[config.mk]
export PLATFORM = sky130hd
export DESIGN_NAME = timer_dev
export DESIGN_NICKNAME = d
export VERILOG_FILES = /design/src/rtl/timer_dev.sv
export SDC_FILE = /design/constraint.sdc
export NUM_CORES = 1
export LEC_CHECK = 0
export CAP_MARGIN = 10
export CORE_MARGIN = 2
export CORE_UTILIZATION = 45
export CTS_BUF_LIST = sky130_fd_sc_hd__clkbuf_4 sky130_fd_sc_hd__clkbuf_8 sky130_fd_sc_hd__clkbuf_16
export DETAILED_ROUTE_END_ITERATION = 8
export HOLD_SLACK_MARGIN = 0.06
export PLACE_DENSITY = 0.7
export SLEW_MARGIN = 0
export SYNTH_ARGS = -nofsm -noshare
export SYNTH_HDL_FRONTEND = slang
export SYNTH_SLANG_ARGS = --single-unit
[constraint.sdc]
create_clock -name clk -period 2.36 [get_ports clk]
set_input_delay 0.472 -clock clk [delete_from_list [all_inputs] [get_ports clk]]
set_output_delay 0.472 -clock clk [all_outputs]
set_load 0.05 [all_outputs]
[src/rtl/timer_dev.sv]
// Memory-mapped countdown timer: CTRL/PRESET/COUNT/PRESCALE registers, one-shot or auto-reload, maskable level irq.
// Optional prescaler compiled in with `define TIMER_PRESCALE_EN.
module timer_dev (
  input  logic        clk,
  input  logic        rst,
  input  logic [1:0]  addr,
  input  logic        we,
  input  logic [3:0]  be,
  input  logic [31:0] din,
  output logic [31:0] dout,
  output logic        irq
);

  typedef enum logic [1:0] {IDLE, LOAD, CNT, INT} state_t;

  state_t      state;
  logic        en;
  logic [1:0]  mode;
  logic        im;
  logic        pend;
  logic [31:0] preset;
  logic [31:0] count;
  logic        tick;
  logic        wr_ctrl;
  logic        wr_preset;

  assign wr_ctrl   = we && (addr == 2'd0);
  assign wr_preset = we && (addr == 2'd1);

`ifdef TIMER_PRESCALE_EN
  logic [7:0] prescale;
  logic [7:0] pcnt;

  assign tick = (pcnt == prescale);

  // pcnt only advances while the FSM stays in CNT; any other cycle returns it to 0
  always_ff @(posedge clk) begin
    if (!rst) begin
      prescale <= '0;
      pcnt     <= '0;
    end else begin
      if (we && (addr == 2'd3) && be[0])
        prescale <= din[7:0];
      if ((state == CNT) && en && !(tick && (count <= 32'd1)))
        pcnt <= tick ? '0 : pcnt + 8'd1;
      else
        pcnt <= '0;
    end
  end
`else
  assign tick = 1'b1;
`endif

  // Later assignments win: hardware EN clear beats the CTRL write, PEND set beats the write clear
  always_ff @(posedge clk) begin
    if (!rst) begin
      state  <= IDLE;
      en     <= 1'b0;
      mode   <= '0;
      im     <= 1'b0;
      pend   <= 1'b0;
      preset <= '0;
      count  <= '0;
    end else begin
      if (wr_ctrl && be[0]) begin
        en   <= din[0];
        mode <= din[2:1];
        im   <= din[3];
      end
      if (wr_preset) begin
        for (int unsigned i = 0; i < 4; i++) begin
          if (be[i])
            preset[8*i +: 8] <= din[8*i +: 8];
        end
      end
      if (wr_ctrl || wr_preset)
        pend <= 1'b0;

      case (state)
        IDLE: begin
          if (en)
            state <= LOAD;
        end
        LOAD: begin
          count <= preset;
          state <= CNT;
        end
        CNT: begin
          if (!en) begin
            state <= IDLE;
          end else if (tick) begin
            if (count > 32'd1) begin
              count <= count - 32'd1;
            end else begin
              count <= '0;
              state <= INT;
              pend  <= 1'b1;
            end
          end
        end
        INT: begin
          if ((mode == 2'b01) && en) begin
            state <= LOAD;
          end else begin
            en    <= 1'b0;
            state <= IDLE;
          end
        end
        default: state <= IDLE;
      endcase
    end
  end

  assign irq = pend & im;

  always_comb begin
    dout = '0;
    case (addr)
      2'd0: dout = {28'd0, im, mode, en};
      2'd1: dout = preset;
      2'd2: dout = count;
      2'd3: begin
`ifdef TIMER_PRESCALE_EN
        dout = {24'd0, prescale};
`else
        dout = '0;
`endif
      end
      default: dout = '0;
    endcase
  end

endmodule

==> metrics.md <==
| Metric | Value |
|---|---|
| Peak supply drop | `approximately 0.27 mV` |
| Number of remaining DRC errors | `0` |
| Routability Congestion | `~0.95` |
| Area share of fa/ha/maj cells after synthesis | `0.6313%` |
| Setup TNS | `0 ns` |
| Top-Level Pins | `between 70 and 80` |
| Drt first pass iters | `5` |
| Busiest layer in global routing | `met2` |
| Largest net degree at the start of global routing | `about 40` |
| Nets | `660` |
| CP dominant cell by count | `buf_12` |
| CP Max Fanout | `40` |
| Flop pwr share | `45.5%` |
| CP Class | `in2out` |
| Worst Hold Launch | `preset[14]` |
| Antenna Cells | `0` |
| Die height | `97.86 microns` |
| Top post-synthesis cells by area | `dfxtp_1, nand2_1, a21oi_1, a22o_1, clkbuf_1` |
| EDFF count, synth | `0` |
| Core Box Area | `around 8600 sq um` |
| Hold_buf cts | `0` |
| First-pass GRT wire length | `between 20000 and 25000 microns` |
| Vias in the first global route | `4273` |
| Synthesis-stage register bit count | `71` |
| Critical Path End Type | `primary output` |
| Post-synth top area share | `between 30% and 40%` |
| CTS tree | `done` |
| DR vias | `4499` |
| Worst-margin pin slew | `between 0.7 and 0.8 ns` |
| Synth warn | `0` |
| Die Area | `9576 sq um` |
| Number of cells produced by synthesis | `roughly 520` |
| # port buffers | `73` |
| Distinct cells, synth | `59` |
| Slew Viols, Final | `0` |
| Htree depth | `3` |
| Via density | `around 6` |
| Total GRT Usage | `between 20% and 30%` |
| Internal power | `1971 uW` |
| Setup crit start kind | `primary input` |
| Starting Density | `a little under half` |
| DR iter-0 viols | `around 390` |
| Syn Nets | `about 570` |
| Final setup fails | `0` |
| Largest family of logic cells by synthesized area | `compound AO/OA/AOI/OAI gates` |
| Root Driver | `clkbuf_8` |
| Count leader, synth | `nand2_1` |
| ANT nets after route | `0` |
| R2R Path End | `count[13]` |
| Worst-path cell chain | `clkdlybuf4s50_1, nor2b_2, buf_12, a22o_2, buf_12` |
| Crit path required time | `1.89 ns` |
| Post-synthesis compound-gate area fraction | `between 20% and 30%` |
| Max Clk Rate | `between 400 and 500 MHz` |
| Top cell type by total area after synthesis | `dfxtp_1` |
| Std-Cell Rows | `34` |
| Worst Hold Depth | `2` |
| Slowest CP cell | `clkdlybuf4s50_1` |
| Sw Ratio | `~27%` |
| Top post-synthesis cells by count | `nand2_1, dfxtp_1, a21oi_1` |
| Drt wl/cell | `~18 microns` |
| Mux contribution to synthesized area | `~2.6%` |
| Post-DP HPWL | `about 9600 microns` |
| Initial antenna violation count | `0` |
| Reg-to-Reg Start | `count[1]` |
| Post-Synth Simple-Gate Area | `approximately 27%` |
| Syn avg cell area | `7.579 sq um` |
| Clk pwr share | `around two fifths` |
| Final Cycle Share | `96.32%` |
| Met2 Usage GRT | `43.89%` |
| Share of post-route cells with drive strength above 1 | `around a quarter` |
| Primary FF master, synth | `dfxtp_1` |
| Clock tree buffer depth | `2` |
| Hold WC Path Type | `reg2reg` |
| Pwr/cell area | `472.4 nW/um^2` |
| Critical path launch point | `addr[0]` |
| Clock transition at path regs | `~0.070 ns` |
| Leakage | `0.002233 uW` |
| Met3 GRT Util | `under 10%` |
| Worst R2R Path Depth | `8` |
| Synth async-reset ratio | `0%` |
| Sequential fraction of the synthesis area | `35.86%` |
| Die X | `between 90 and 100 microns` |
| Met1 Resource Use GR | `between 30% and 40%` |
| Hold Crit Endpoint | `preset[14]` |
| Worst-Skew Late Latency | `0.36 ns` |
| Hold Vio Cnt, Final | `0` |
| NetSw | `between 700 and 800 uW` |
| Rel. slew slack | `47.02%` |
| Worst Path Arrival | `1.80 ns` |
| Clk_skew | `approximately 0.0096 ns` |
| Crit path time final | `2.273 ns` |
| Register-to-register setup slack | `between 0.1 and 0.15 ns` |
| Hold_ws | `about 0.47 ns` |
| CP peak stage delay | `a little over 0.5 ns` |
| RSZ-0062 raised after global routing | `false` |
| GRT overflow | `0` |
| Sink Count | `slightly above 70` |
| Layout area overhead | `44.57%` |
| Outcome | `complete, no violations` |
| Gate power share | `between 10% and 20%` |
| Routed WL | `~13000 microns` |
| Max cap viols | `0` |
| Xor and xnor fraction of the mapped netlist area | `0.2210%` |
| Area of the mapped netlist | `~4000 sq um` |
| CTS Buf Count | `9` |
[state kept, by name (all words and copies together), names as in the netlist]
signal and cells:
count 32, en 1, im 1, mode 2, pend 1, preset 32
state 2
[timing repair]
action / in CTS / in global routing
setup endpoints to repair: 0 / 9
gates resized for setup: 0 / 5
setup buffers: 0 / 0
[through the flow]
| stage | utilization [%] | total power (uW) | setup slack [ns] | area [sq um] | instances |
|---|---|---|---|---|---|
| floorplan | - | 1456 | 0.03242 | 4010 | 523 |
| global placement | 63.59 | 1672 | 0.1051 | 5492 | 714 |
| detailed placement | 63.59 | 1673 | 0.09690 | 5492 | 714 |
| CTS | 66.05 | 2702 | 0.09525 | 5704 | 730 |
| global route | 66.36 | 2801 | 0.007308 | 5731 | 730 |
| finish | 66.36 | 2707 | 0.08681 | 5731 | 730 |
[worst max path at each step]
stage / endpoint / slack, ns / cells past startpoint
CTS: dout[22] / 0.1 / 5
detailed placement: dout[22] / 0.1 / 5
global placement: dout[21] / 0.11 / 5
finish: dout[22] / 0.09 / 5
floorplan: dout[10] / 0.03 / 5
global route: count[4] / 0.007 / 8
[power by group through the flow]
stage	Combinational, uW	Sequential [uW]	Clock, uW
after floorplan	202	1250	0
after CTS	415	1230	1060
after global routing	451	1230	1120
after detailed placement	413	1260	0
final	422	1230	1050
after global placement	413	1260	0
[worst max-delay path: cells and delay by family]
| family | cells | cell delay [ns] |
|---|---|---|
| AOI/OAI and AO/OA | 1 | 0.23 |
| buffers and inverters | 3 | 0.88 |
| and+or+nand+nor | 1 | 0.20 |
[per-layer routing]
layer  share of wire (%)  vias up
met1                  45     2121
met3                 7.3       32
li1                    -     2130
met2                  46      216
met5                   0        -
met4                 2.0        0
[kinds of logic (layout without fill, tap and decap cells)]
kind of cell	after synthesis	in the layout
and+or+nand+nor	219	219
AOI/OAI and AO/OA	168	168
DFF	71	71
buffers and inverters	52	151
muxes	10	10
adders and majority gates	2	2
xor gates and xnor gates	1	1
[cells in the final DEF (no fill, tap or decap), types with 6 or more instances in the layout]
cell / count
a21oi_1: 58
a22o_2: 26
a31oi_1: 9
a32oi_1: 15
and3_1: 7
buf_12: 36
buf_4: 52
clkbuf_8: 11
clkdlybuf4s50_1: 41
dfxtp_1: 71
mux2i_1: 9
nand2_1: 104
nand3_1: 16
nand4_1: 7
nor2_1: 21
nor3_1: 11
nor4_1: 16
o21ai_0: 17
o31ai_1: 6
[area by class of cell]
class,count,area [sq um]
fillers,784,2905
well taps,108,135.1
clock buffers,12,158.9
inverters,5,18.77
multi-input cells,400,2410
clock inverters,4,53.80
flip-flops and latches,71,1421
repair buffers,130,1533
No activity file was read; power rests on OpenSTA's default activity.
